$ cat config.mk
export PLATFORM = sky130hd
export DESIGN_NAME = load_store_unit_flat
export DESIGN_NICKNAME = d
export VERILOG_FILES = /design/src/rtl/load_store_unit_if.sv /design/src/rtl/load_store_unit.sv /design/src/flat_wrapper.sv
export SDC_FILE = /design/constraint.sdc
export NUM_CORES = 1
export LEC_CHECK = 0
export BUFFER_PORTS_ARGS = -buffer_cell sky130_fd_sc_hd__buf_2
export CORE_MARGIN = 3
export CORE_UTILIZATION = 26
export CTS_CLUSTER_SIZE = 24
export DETAILED_ROUTE_END_ITERATION = 7
export SLEW_MARGIN = 20
export SYNTH_ARGS = -nofsm -noshare
export SYNTH_HDL_FRONTEND = slang
export SYNTH_SLANG_ARGS = --single-unit
$ cat constraint.sdc
create_clock -name clk -period 4.1 [get_ports clk]
set_clock_uncertainty 0.2 [all_clocks]
set_input_delay 0 -clock clk [delete_from_list [all_inputs] [get_ports clk]]
set_output_delay 0 -clock clk [all_outputs]
set_load 0.02 [all_outputs]
$ cat src/rtl/load_store_unit_if.sv
// Data-bus interface between the load/store unit (master) and the memory side (slave).
// Single req/ack transaction; bus_rdata is valid in the same cycle as bus_ack.
interface load_store_unit_if;
  logic        bus_req;
  logic        bus_we;
  logic [31:0] bus_addr;
  logic [3:0]  bus_be;
  logic [31:0] bus_wdata;
  logic        bus_ack;
  logic [31:0] bus_rdata;

  modport master (
    output bus_req, bus_we, bus_addr, bus_be, bus_wdata,
    input  bus_ack, bus_rdata
  );

  modport slave (
    input  bus_req, bus_we, bus_addr, bus_be, bus_wdata,
    output bus_ack, bus_rdata
  );
endinterface

$ cat src/rtl/load_store_unit.sv
// Memory-access stage: one req/ack bus transaction per load/store, with lane steering and load extension.
// Optional feature macro MISALIGN_TRAP_EN: misaligned half/word accesses skip the bus and raise misalign_fault.
module load_store_unit #(
  parameter int unsigned BUS_TIMEOUT = 255
) (
  input  logic              clk,
  input  logic              reset,
  input  logic              cs_bus_read,
  input  logic              cs_bus_write,
  input  logic [1:0]        cs_mem_width,
  input  logic              cs_load_signed,
  input  logic [31:0]       addr,
  input  logic [31:0]       wdata,
  output logic              stall,
  output logic [31:0]       load_data,
  output logic              load_valid,
  output logic              bus_error,
`ifdef MISALIGN_TRAP_EN
  output logic              misalign_fault,
`endif
  load_store_unit_if.master bus
);

  typedef enum logic [1:0] {S_IDLE, S_REQ, S_DONE} state_e;
  typedef enum logic [1:0] {W_WORD = 2'b00, W_HALF = 2'b01, W_BYTE = 2'b10, W_WORD3 = 2'b11} width_e;

  localparam int unsigned CW = (BUS_TIMEOUT > 1) ? $clog2(BUS_TIMEOUT) : 1;

  state_e      state_q;
  width_e      width_q;
  logic        signed_q, is_read_q;
  logic [1:0]  off_q, off_d;
  logic [CW-1:0] cnt_q;
  logic        bus_req_q, bus_we_q;
  logic [31:0] bus_addr_q, bus_wdata_q, wdata_d;
  logic [3:0]  bus_be_q, be_d;
  logic [31:0] load_data_q, shifted, load_fmt;
  logic        load_valid_q, bus_error_q;
  logic        req_any, trap_d;

  assign req_any = cs_bus_read | cs_bus_write;

  // Misaligned half uses addr[1] only and misaligned word uses offset 0 unless trapping is enabled.
  // NOTE: every always_comb output gets a default first, so no path can infer a latch.
  always_comb begin
    be_d    = 4'b1111;
    off_d   = 2'b00;
    wdata_d = wdata;
    unique case (width_e'(cs_mem_width))
      W_HALF: begin
        be_d    = addr[1] ? 4'b1100 : 4'b0011;
        off_d   = {addr[1], 1'b0};
        wdata_d = {2{wdata[15:0]}};
      end
      W_BYTE: begin
        be_d    = 4'b0001 << addr[1:0];
        off_d   = addr[1:0];
        wdata_d = {4{wdata[7:0]}};
      end
      default: ;
    endcase
  end

`ifdef MISALIGN_TRAP_EN
  logic misalign_q;
  assign trap_d = ((width_e'(cs_mem_width) == W_HALF) && addr[0]) ||
                  ((width_e'(cs_mem_width) inside {W_WORD, W_WORD3}) && (addr[1:0] != 2'b00));
  assign misalign_fault = misalign_q;
`else
  assign trap_d = 1'b0;
`endif

  always_comb begin
    shifted  = bus.bus_rdata >> {off_q, 3'b000};
    load_fmt = bus.bus_rdata;
    unique case (width_q)
      W_BYTE:  load_fmt = {{24{signed_q & shifted[7]}}, shifted[7:0]};
      W_HALF:  load_fmt = {{16{signed_q & shifted[15]}}, shifted[15:0]};
      default: ;
    endcase
  end

  // NOTE: reset is synchronous, so it is just the highest-priority branch inside the clocked block.
  always_ff @(posedge clk) begin
    if (reset) begin
      state_q      <= S_IDLE;
      width_q      <= W_WORD;
      signed_q     <= 1'b0;
      is_read_q    <= 1'b0;
      off_q        <= 2'b00;
      cnt_q        <= '0;
      bus_req_q    <= 1'b0;
      bus_we_q     <= 1'b0;
      bus_addr_q   <= '0;
      bus_be_q     <= '0;
      bus_wdata_q  <= '0;
      load_data_q  <= '0;
      load_valid_q <= 1'b0;
      bus_error_q  <= 1'b0;
`ifdef MISALIGN_TRAP_EN
      misalign_q   <= 1'b0;
`endif
    end else begin
      // NOTE: non-blocking assignments throughout; the pulse clears below are overridden later in the block.
      load_valid_q <= 1'b0;
      bus_error_q  <= 1'b0;
`ifdef MISALIGN_TRAP_EN
      misalign_q   <= 1'b0;
`endif
      unique case (state_q)
        S_IDLE: if (req_any) begin
          is_read_q   <= cs_bus_read;
          width_q     <= width_e'(cs_mem_width);
          signed_q    <= cs_load_signed;
          off_q       <= off_d;
          cnt_q       <= '0;
          bus_we_q    <= ~cs_bus_read;
          bus_addr_q  <= {addr[31:2], 2'b00};
          bus_be_q    <= be_d;
          bus_wdata_q <= wdata_d;
          if (trap_d) begin
            state_q <= S_DONE;
`ifdef MISALIGN_TRAP_EN
            misalign_q <= 1'b1;
`endif
          end else begin
            bus_req_q <= 1'b1;
            state_q   <= S_REQ;
          end
        end
        S_REQ: begin
          if (bus.bus_ack) begin
            bus_req_q <= 1'b0;
            state_q   <= S_DONE;
            if (is_read_q) begin
              load_data_q  <= load_fmt;
              load_valid_q <= 1'b1;
            end
          end else if ((BUS_TIMEOUT != 0) && (cnt_q == CW'(BUS_TIMEOUT - 1))) begin
            bus_req_q   <= 1'b0;
            load_data_q <= '0;
            bus_error_q <= 1'b1;
            state_q     <= S_DONE;
          end else if (BUS_TIMEOUT != 0) begin
            cnt_q <= cnt_q + CW'(1);
          end
        end
        default: state_q <= S_IDLE;
      endcase
    end
  end

  assign stall         = ((state_q == S_IDLE) && req_any) || (state_q == S_REQ);
  assign load_data     = load_data_q;
  assign load_valid    = load_valid_q;
  assign bus_error     = bus_error_q;
  assign bus.bus_req   = bus_req_q;
  assign bus.bus_we    = bus_we_q;
  assign bus.bus_addr  = bus_addr_q;
  assign bus.bus_be    = bus_be_q;
  assign bus.bus_wdata = bus_wdata_q;

endmodule

$ cat src/flat_wrapper.sv
// flat-port wrapper written by rule: the top's interface ports become plain ports
module load_store_unit_flat 
#(
  parameter int unsigned BUS_TIMEOUT = 255
)
  (clk, reset, cs_bus_read, cs_bus_write, cs_mem_width, cs_load_signed, addr, wdata, stall, load_data, load_valid, bus_error, bus_bus_req, bus_bus_we, bus_bus_addr, bus_bus_be, bus_bus_wdata, bus_bus_ack, bus_bus_rdata);
  load_store_unit_if bus_i ();
  input  logic clk;
  input  logic reset;
  input  logic cs_bus_read;
  input  logic cs_bus_write;
  input  logic [1:0] cs_mem_width;
  input  logic cs_load_signed;
  input  logic [31:0] addr;
  input  logic [31:0] wdata;
  output logic stall;
  output logic [31:0] load_data;
  output logic load_valid;
  output logic bus_error;
  output wire logic [$bits(bus_i.bus_req)-1:0] bus_bus_req;
  output wire logic [$bits(bus_i.bus_we)-1:0] bus_bus_we;
  output wire logic [$bits(bus_i.bus_addr)-1:0] bus_bus_addr;
  output wire logic [$bits(bus_i.bus_be)-1:0] bus_bus_be;
  output wire logic [$bits(bus_i.bus_wdata)-1:0] bus_bus_wdata;
  input wire logic [$bits(bus_i.bus_ack)-1:0] bus_bus_ack;
  input wire logic [$bits(bus_i.bus_rdata)-1:0] bus_bus_rdata;
  assign bus_bus_req = bus_i.bus_req;
  assign bus_bus_we = bus_i.bus_we;
  assign bus_bus_addr = bus_i.bus_addr;
  assign bus_bus_be = bus_i.bus_be;
  assign bus_bus_wdata = bus_i.bus_wdata;
  assign bus_i.bus_ack = bus_bus_ack;
  assign bus_i.bus_rdata = bus_bus_rdata;
  load_store_unit #(.BUS_TIMEOUT(BUS_TIMEOUT)) u_core (.clk(clk), .reset(reset), .cs_bus_read(cs_bus_read), .cs_bus_write(cs_bus_write), .cs_mem_width(cs_mem_width), .cs_load_signed(cs_load_signed), .addr(addr), .wdata(wdata), .stall(stall), .load_data(load_data), .load_valid(load_valid), .bus_error(bus_error), .bus(bus_i));
endmodule
* Word-level counts from Yosys, hierarchy flattened *
Index checks and enable logic that the tools add are counted.

storage, ports and cells
  input port bits = 104
  output and inout port bits = 105
  register bits after elaboration = 118

operators by class
  multiplexer cells = 22
  equal/unequal tests = 11
  reduce and logical (&&, ||, !) cells = 12
  shifts and indexed selects = 2
  add/sub/neg operators = 1
  bitwise gates (word level) = 6

operator list
  cell                   number
  $pmux W32 S2           2
  $mux W32               3
  $shr A32 B5 Y16        1
  $mux W8                3
  $pmux W8 S2            1
  $add A8 B1 Y8 const B  1
  $eq A8 B8 Y1 const B   1
  $pmux W2 S2            2
  $pmux W4 S2            1
  $eq A2 B1 Y1 const B   3
  $mux W2                3
  $reduce_and A3 Y1      2
  $reduce_or A3 Y1       2
  $mux W1                5
  $eq A2 B2 Y1 const B   2
  $mux W4                1
  $ne A2 B1 Y1 const B   2
  $ne A2 B2 Y1 const B   2
  $reduce_and A2 Y1      2
  $reduce_and A4 Y1      1
  $reduce_bool A2 Y1     2
  $shl A1 B2 Y4 const A  1
  $ne A3 B2 Y1 const B   1
  $not A1 Y1             3
  other kinds (6)        7

* Longest topological paths before layout *
Gate-level depths: netlist of the first run.

  depth after elaboration = 5
  depth in mapped cells = 7
  mapped depth without buffers = 6

* Least setup slack after synthesis of the first run *
Ideal clock, no wire load.

  path type = flip-flop to flip-flop
  start point = register u_core.off_q[1]
  end point = register u_core.load_data_q[10] (netlist: u_core.load_data[10])
  buffers on the path = 2
  stages on the path, launching flop included = 7
  data arrival time = 1.507 ns
  setup time = 0.135 ns
  slack = 2.257 ns
  required time = 3.765 ns
  path through = dfxtp_1 -> buf_6 -> mux4_2 -> and4_1 -> buf_2 -> a21oi_1 -> o221ai_1

between the ends
  cells in the longest elaborated chain, start to end = 5

RTL lines
  element                 line                    text
  start, declared         load_store_unit.sv:32   logic [1:0] off_q, off_d;
  start signal, assigned  load_store_unit.sv:90   off_q <= 2'b00;
  start signal, assigned  load_store_unit.sv:115  off_q <= off_d;
  $shr A32 B5 Y16 (*)     load_store_unit.sv:74   shifted = bus.bus_rdata >> {off_q, 3'b000};
  $and A1 B1 Y1           load_store_unit.sv:77   W_BYTE: load_fmt = {{24{signed_q & shifted[7]}}, shifted[7:0]};
  $pmux W32 S2 (*)        load_store_unit.sv:76   unique case (width_q)
  $mux W32 (*)            load_store_unit.sv:135  if (is_read_q) begin
  $mux W32 (*)            load_store_unit.sv:132  if (bus.bus_ack) begin
  end signal, assigned    load_store_unit.sv:136  load_data_q <= load_fmt;
  end, declared           load_store_unit.sv:37   logic [31:0] load_data_q, shifted, load_fmt;

Every way passes the cells marked *; elsewhere a longest branch is shown, timed or not. The select of a mux whose other input is x is not followed.
A chain may end at the register's enable or synchronous reset.

* Worst setup path after layout of the first run *
  start point = register u_core.off_q[1]
  end point = register u_core.load_data_q[8] (netlist: u_core.load_data[8])

Same word-level chain as after synthesis.

==> results of run 1 <==
## layout by cell type (no fill, tap or decap), types with 9 or more instances in the layout
master	n
buf_2	206
nand2_1	135
dlygate4sd3_1	128
dfxtp_1	118
nor2_1	61
a21oi_1	57
nand3_1	18
a211oi_1	18
clkbuf_16	17
inv_1	15
nand4_1	15
nor3_1	14
o211ai_1	14
o21ai_0	13
a21o_1	13
a221o_1	11
nand2b_1	9
## metal layers
| layer | up-vias | routed length (um) |
|---|---|---|
| met5 | - | 0 |
| met4 | 0 | 319 |
| met3 | 24 | 1808 |
| met2 | 249 | 9227 |
| met1 | 2806 | 8358 |
| li1 | 2974 | - |
## critical path, cell delays in order (launching register included)
cell and delay [ps]:
dfxtp_1 870, mux4_2 650, and4_1 320, a21oi_1 180, o221ai_1 160, dlygate4sd3_1 580
## worst min-delay path by stage
stage / start / endpoint / slack [ps] / cells past startpoint
finish: reset / u_core.state_q[1] / 70 / 3
floorplan: cs_mem_width[1] / u_core.width_q[1] / -60 / 2
global placement: addr[19] / u_core.bus.bus_addr[19] / 40 / 3
CTS: reset / u_core.state_q[1] / 110 / 3
detailed placement: addr[8] / u_core.bus.bus_addr[8] / 50 / 3
global route: reset / u_core.state_q[1] / 130 / 3
## layout make-up
type,instances,area (um^2)
Fill cell,2062,11850
Multi-Input combinational cell,474,2721
Timing Repair Buffer,341,2365
Sequential cell,118,2362
Clock buffer,21,440.4
Tap cell,270,337.8
Clock inverter,11,152.6
Inverter,17,63.81
Antenna cell,1,2.502
## per-stage QoR
| stage | power [W] | setup slack [ps] | hold WS, ps |
|---|---|---|---|
| after CTS | 0.003509 | 894.7 | 108.6 |
| after floorplan | 0.001660 | 2258 | -64.03 |
| after global placement | 0.001876 | 1429 | 40.75 |
| final | 0.003467 | 1025 | 72.43 |
| after global routing | 0.003629 | 937.4 | 128.4 |
| after detailed placement | 0.001880 | 1377 | 45.37 |
## power breakdown
group / switching, W / total, W / internal (W)
Sequential: 0.0000487 / 0.00128 / 0.00123
Clock: 0.000552 / 0.00151 / 0.000957
Combinational: 0.000400 / 0.000682 / 0.000282
Total: 0.00100 / 0.00347 / 0.00247
## cell families (layout without fill, tap and decap cells)
family                     Yosys count  in the layout  synth area share
AOI/OAI and AO/OA                  178            178            0.2349
xor gates and xnor gates             4              4          0.006507
adders and majority gates            6              6           0.01394
buffers and inverters               75            390           0.05855
DFF                                118            118            0.4387
muxes                               10             10           0.02114
other                                1              3         0.0006964
and+or+nand+nor                    274            274            0.2256
## flip-flops by register name, summed over array words and instances (netlist names)
register / count
u_core.bus.bus_addr: 30
u_core.width_q: 2
u_core.state_q: 2
u_core.is_read_q: 1
u_core.off_q: 2
u_core.signed_q: 1
u_core.bus.bus_wdata: 32
u_core.bus.bus_req: 1
u_core.bus.bus_be: 4
u_core.load_valid: 1
u_core.cnt_q: 8
u_core.load_data: 32
u_core.bus.bus_we: 1
u_core.bus_error: 1
## what timing repair did
item / 4_1_cts / 5_1_grt
setup endpoints to repair: 0 / 0
endpoints found under the hold margin: 114 / 0
hold buffers: 128 / 0
==> results.txt, run 1 <==
Synthesized area: 5385 um^2
DP Cell Count: 1,092
Largest net degree at the start of global routing: 78
Rows: 52
Worst Setup Start Kind: flop
Die ar.: 22,470 um^2
GPL Wtd Cong: 0.8842
Ratio of cells with drive above 1 in the final layout: 0.2576
Final Util: 0.4161
R2r worst-path depth: 5
Fin area: 8446 um^2
Initial DRC Count: 334
CP Max Fanout: 27
Total number of vias: 6,053
Clock sink count: 118
R2R setup slack: 1020 ps
Routing usage on met2: 0.2884
Slew Viols, Final: 0
Final ANT Viol Nets: 0
Initial Util: 0.2653
CTS tree: yes
RSZ-0062 raised after global routing: no
DRC viols: 0
H-tree Lvls: 4
Async SR Flop Fraction: 0
Met1 usage: 0.2123
Max clock buf depth: 2
Die Wd: 149.9 um
Syn_area_per_cell: 8.086 um^2
Root buffer cell: clkbuf_16
Worst hold path class: in -> reg
Met3 Use GR: 0.05724
Fin nets: 1,079
Worst slew pin tran: 913.3 ps
DP HPWL: 12,570 um
Port bufs: 206
CTS Buf Count: 17
Gr usage total: 0.1735
Finished Layout Cells: 1,253
Yosys warns: 0
Vias in the first global route: 5,953
Core area: 20,300 um^2
Ys flop type: dfxtp_1
First-pass GRT wire length: 31,070 um
Area leader, netlist: dfxtp_1
Reg-to-Reg Start: u_core.off_q[1]
Register area share after synthesis: 0.4387
Via-to-Cell Ratio: 4.831
Syn Inst Count: 666
Final Routed Wirelength: 19,710 um
Relative slew slack: 0.3911
Finish-stage setup viols: 0
Die Y: 149.9 um
Critical path data arrival time: 3170 ps
Post-synthesis cell type count: 51
I/O pin cnt: 209
Final worst path period need: 3075 ps
Crit Path Class: reg -> reg
Cts repair resizes: 0
Worst-path clk slew: 50 ps
Area share of the largest cell type after synthesis: 0.4387
Grt ovf: 0
Pwr/cell area: 410.6 nW/um^2
Worst-Skew Late Latency: 410 ps
Req. time, crit path: 4190 ps
Max VDD drop: 268.9 uV
Leakage: 3.842 nW
Fmax: 325.2 MHz
Routed WL per cell: 15.73 um
Crit. Startpoint: u_core.off_q[1]
Synth top cells by count: nand2_1, dfxtp_1, nor2_1, a21oi_1, clkbuf_1
Initial antenna violation count: 1
Most frequent cell after synthesis: nand2_1
Grt peak-use layer: met2
Final count of hold timing violations: 0
Max_cap viols: 0
Critical Path End: u_core.load_data[8]
Post-DP Area: 6565 um^2
FF+latch count, synth: 118
Setup TNS: 0 ps
Leading post-synthesis cells by cell area: dfxtp_1, nand2_1, a21oi_1, nor2_1, clkbuf_1
Post CTS Setup Buffer Count: 0
Layout area overhead: 56.83%
Period Utilization, post-route: 0.7501
CP Capture Type: flop
1st-pass router iterations: 5
RR Endpoint: u_core.load_data[8]
Number of flops mapped to enable cells by yosys: 0
Status: finished, final reports clean
(Power assumes the default switching activity.)
==> inputs of run 2 (changes only) <==
clock period = 2.9 ns   (was 4.1 ns; I/O delays follow)
==> run 2 against run 1 <==
  * Worst setup slack worse by 810 ps
  * Via count up 0.36%
  * Sequential cell count unchanged
  * Sequential power up 41%
  * Sequential share of layout area down 0.42 points
  * Critical path type unchanged
==> results.txt, run 2 (synthesis gave the netlist of run 1 again) <==
Status: finished, final reports clean
CP Capture Type: flop
Worst-Skew Late Latency: 410 ps
Worst slew pin tran: 874.3 ps
Final Routed Wirelength: 19,450 um
Largest net degree at the start of global routing: 78
Final ANT Viol Nets: 0
WHS: 169.2 ps
Crit Path Class: reg -> reg
Req. time, crit path: 2990 ps
Multi-input gate area: 2720 um^2
First-pass GRT wire length: 30,500 um
Via-to-Cell Ratio: 4.795
Post CTS Setup Buffer Count: 0
Worst Setup Start Kind: flop
Leading cell type in the layout, fill and taps excluded: buf_2
Critical path data arrival time: 2770 ps
CTS tree: yes
Final worst path period need: 2681 ps
Initial antenna violation count: 0
CP Max Fanout: 13
Ratio of cells with drive above 1 in the final layout: 0.2678
Max_cap viols: 0
Place WS: 685.8 ps
Port bufs: 206
Storage element area: 2362 um^2
Root buffer cell: clkbuf_16
Core area: 20,300 um^2
Leakage: 3.903 nW
RSZ-0062 raised after global routing: no
Routed WL per cell: 15.35 um
Fill cells: 2,030
Worst-path clk slew: 60 ps
Initial DRC Count: 309
Finish-stage setup viols: 0
Fin nets: 1,094
Rows: 52
Max clock buf depth: 2
Die Y: 149.9 um
DRC viols: 0
Worst hold path class: in -> reg
Die Wd: 149.9 um
Slew Viols, Final: 0
DP HPWL: 12,790 um
Setup TNS: 0 ps
1st-pass router iterations: 5
Final count of hold timing violations: 0
Initial Util: 0.2653
Fmax: 373.0 MHz
Max VDD drop: 415.7 uV
Final Util: 0.4225
Die ar.: 22,470 um^2
Vias in the first global route: 5,937
Gr usage total: 0.1700
Layout area overhead: 59.25%
Commonest cells after routing, fill and taps aside: buf_2, nand2_1, dlygate4sd3_1
Clock sink count: 118
Grt ovf: 0
CTS Buf Count: 17
Antenna Cells: 0
GPL Wtd Cong: 0.8960
Worst setup margin: 219.0 ps
I/O pin cnt: 209
Relative slew slack: 0.4171
Total number of vias: 6,075
Period Utilization, post-route: 0.9245
H-tree Lvls: 4
Pwr/cell area: 570.5 nW/um^2
==> run 2: cell types whose count changed in the layout (fill, tap and decap cells not counted), moves of 2 or more <==
cell / change
buf_4: +9
dlygate4sd3_1: +5
clkbuf_1: -4
inv_6: +4
clkinv_2: +2
clkinv_4: -2
==> run 2: repair_timing <==
item	in CTS	in global routing
hold buffers	133	0
setup endpoints to repair	0	7
endpoints found under the hold margin	115	0
gates resized for setup	0	1
==> run 2: report_power, final <==
part	internal (W)	leakage [nW]	switching [W]
clock network	0.00129	0.272	0.000815
logic	0.000417	2.66	0.000569
registers	0.00174	0.967	0.0000635
==> run 2: metrics by stage <==
step,instance area [um^2],std cells,power (W)
final,8576,1267,0.004893
after global routing,8576,1267,0.005120
after CTS,8573,1267,0.004942
after detailed placement,6653,1102,0.002671
after global placement,6653,1102,0.002663
after floorplan,5389,667,0.002347
==> run 2: final timing paths <==
path,start,to,slack [ps],cells after the start
setup reg to reg,u_core.width_q[0],u_core.load_data[5],220,7
hold reg to reg,u_core.bus.bus_addr[25],u_core.bus.bus_addr[25],250,2
setup / recovery,u_core.width_q[0],u_core.load_data[5],220,7
hold / removal,addr[23],u_core.bus.bus_addr[23],170,4
==> run 2: routing by layer <==
layer | share of wire | wire [um] | vias to the layer above | GRT usage
met2 | 0.47 | 9204 | 240 | 0.2811
li1 | - | - | 2996 | -
met1 | 0.43 | 8365 | 2819 | 0.2159
met4 | 0.016 | 310 | 0 | 0.05352
met3 | 0.081 | 1568 | 20 | 0.04573
met5 | 0 | 0 | - | 0
==> run 2: area by class of cell <==
class / count / area share
multi-input combinational: 474 / 0.3172
inverter: 17 / 0.007441
tap: 270 / 0.03939
timing repair buffer: 356 / 0.2918
sequential: 118 / 0.2755
clock buffer: 18 / 0.05121
clock inverter: 14 / 0.01751
==> run 2: worst max-delay path, cell delays in order, from the launching register on <==
cell	delay, ps
dfxtp_1	350
inv_1	60
ha_2	380
inv_1	170
nand2_1	210
a221o_1	380
a32o_1	250
dlygate4sd3_1	560
==> inputs of run 3 (changes only) <==
==> constraint.sdc (replaced) <==
create_clock -name clk -period 2.9 [get_ports clk]
set_clock_uncertainty 0.2 [all_clocks]
set_input_delay 0.145 -clock clk [delete_from_list [all_inputs] [get_ports clk]]
set_output_delay 0.145 -clock clk [all_outputs]
set_load 0.02 [all_outputs]
==> run 3 against run 2 <==
  * Sequential cell count unchanged
  * Hold slack got worse by 120 ps
  * Largest cell class unchanged
  * Critical endpoint is now u_core.load_data[8]
  * Register-to-register slack better by 30 ps
  * First-iteration DRC count increased by 2.6%
  * Sequential share of layout area grew 0.92 points
==> results.txt, run 3 (synthesis gave the netlist of run 1 again) <==
Clock power frac: 0.427
Rows: 52
Switch share: 0.2997
Fin area: 8298 um^2
Share of power burned in registers: 0.376
Final Routed Wirelength: 19,270 um
Relative slew slack: 0.3640
RR Endpoint: u_core.load_data[8]
Pwr/cell area: 576.6 nW/um^2
Layout area overhead: 54.09%
Antenna Cells: 0
Fill cells: 2,074
Core area: 20,300 um^2
CTS Buf Count: 17
Total number of vias: 5,980
Crit. Startpoint: u_core.off_q[1]
R2r worst-path depth: 5
Initial Util: 0.2653
DRC viols: 0
Largest net degree at the start of global routing: 77
Final count of hold timing violations: 0
Setup TNS: 0 ps
Critical path data arrival time: 2740 ps
Gr usage total: 0.1672
Post CTS Setup Buffer Count: 0
Leakage: 3.759 nW
Worst-Skew Late Latency: 410 ps
Worst Setup Start Kind: flop
Via-to-Cell Ratio: 4.823
Worst-path clk slew: 60 ps
First-pass GRT wire length: 30,060 um
Combinational power share: 0.197
Max VDD drop: 429.4 uV
Die ar.: 22,470 um^2
Req. time, crit path: 3000 ps
Crit Path Class: reg -> reg
Hold buffers post-CTS: 107
Ratio of cells with drive above 1 in the final layout: 0.2732
Switching power: 0.001434 W
Grt ovf: 0
Routed WL per cell: 15.54 um
Slew Viols, Final: 0
Vias in the first global route: 5,721
WHS: 53.19 ps
Port bufs: 206
Final ANT Viol Nets: 0
Fin nets: 1,067
Initial DRC Count: 317
Int Pwr: 0.003351 W
1st-pass router iterations: 5
I/O pin cnt: 209
Finish-stage setup viols: 0
Clock sink count: 118
Cts repair resizes: 0
Worst hold path class: in -> reg
H-tree Lvls: 4
CTS tree: yes
Reg-to-Reg Start: u_core.off_q[1]
Period Utilization, post-route: 0.9126
Root buffer cell: clkbuf_16
RSZ-0062 raised after global routing: no
Die Y: 149.9 um
Fmax: 377.8 MHz
Commonest cells after routing, fill and taps aside: buf_2, nand2_1, dfxtp_1
Initial antenna violation count: 0
Critical Path End: u_core.load_data[8]
Worst slew pin tran: 953.9 ps
GPL Wtd Cong: 0.8582
Final worst path period need: 2647 ps
Post-DP Area: 6645 um^2
Max_cap viols: 0
CP Capture Type: flop
Max clock buf depth: 2
R2R setup slack: 250 ps
DP HPWL: 12,760 um
Status: finished, final reports clean
CP Max Fanout: 9
Die Wd: 149.9 um
Leading cell type in the layout, fill and taps excluded: buf_2
[run 3: cell types whose count changed in the layout (fill, tap and decap cells not counted), moves of 2 or more]
cell,change
clkinv_4,+5
dlygate4sd3_1,-26
inv_6,-2
clkinvlp_4,-2
clkinv_2,-2
[run 3: metrics by stage]
step | std cells | power (W) | utilization | setup slack, ps
after floorplan | 667 | 0.002347 | - | 1058
after global placement | 1101 | 0.002661 | 0.3274 | 644.3
after detailed placement | 1101 | 0.002669 | 0.3274 | 603.9
after CTS | 1240 | 0.004843 | 0.4086 | 300.1
after global routing | 1240 | 0.005018 | 0.4088 | 90.38
final | 1240 | 0.004785 | 0.4088 | 253.4
[run 3: worst min-delay path by stage]
stage | startpoint | end | slack (ps) | cells past startpoint
3_5_place_dp | addr[27] | u_core.bus.bus_addr[27] | 190 | 3
6_report | reset | u_core.load_data[6] | 50 | 3
3_3_place_gp | addr[18] | u_core.bus.bus_addr[18] | 190 | 3
2_1_floorplan | cs_mem_width[1] | u_core.width_q[1] | 80 | 2
5_1_grt | reset | u_core.load_data[4] | 70 | 3
4_1_cts | reset | u_core.bus.bus_we | 140 | 4
[run 3: per-layer routing]
| metal | GRT usage | wire (um) |
|---|---|---|
| met4 | 0.05398 | 290 |
| met1 | 0.2174 | 8453 |
| met3 | 0.04846 | 1634 |
| met2 | 0.2672 | 8886 |
| met5 | 0 | 0 |
[run 3: cell type report]
type | instances | area [um^2] | area share
flip-flops and latches | 118 | 2362 | 0.2847
multi-input cells | 474 | 2721 | 0.3280
clock buffers | 20 | 456.7 | 0.05504
well taps | 270 | 337.8 | 0.04071
inverters | 17 | 63.81 | 0.007690
clock inverters | 12 | 121.4 | 0.01463
repair buffers | 329 | 2235 | 0.2693
[run 3: power by group through the flow]
| stage | combinational, W | clock, W | sequential [W] |
|---|---|---|---|
| 2_1_floorplan | 0.000394 | 0 | 0.00195 |
| 3_3_place_gp | 0.000829 | 0 | 0.00183 |
| 3_5_place_dp | 0.000835 | 0 | 0.00183 |
| 4_1_cts | 0.000941 | 0.00210 | 0.00180 |
| 5_1_grt | 0.00103 | 0.00217 | 0.00182 |
| 6_report | 0.000941 | 0.00204 | 0.00180 |
[run 3: critical path, stage by stage (launching register included)]
cell	delay, ps
dfxtp_1	530
mux4_2	610
and4_1	320
a21oi_1	170
o221ai_1	150
dlygate4sd3_1	570
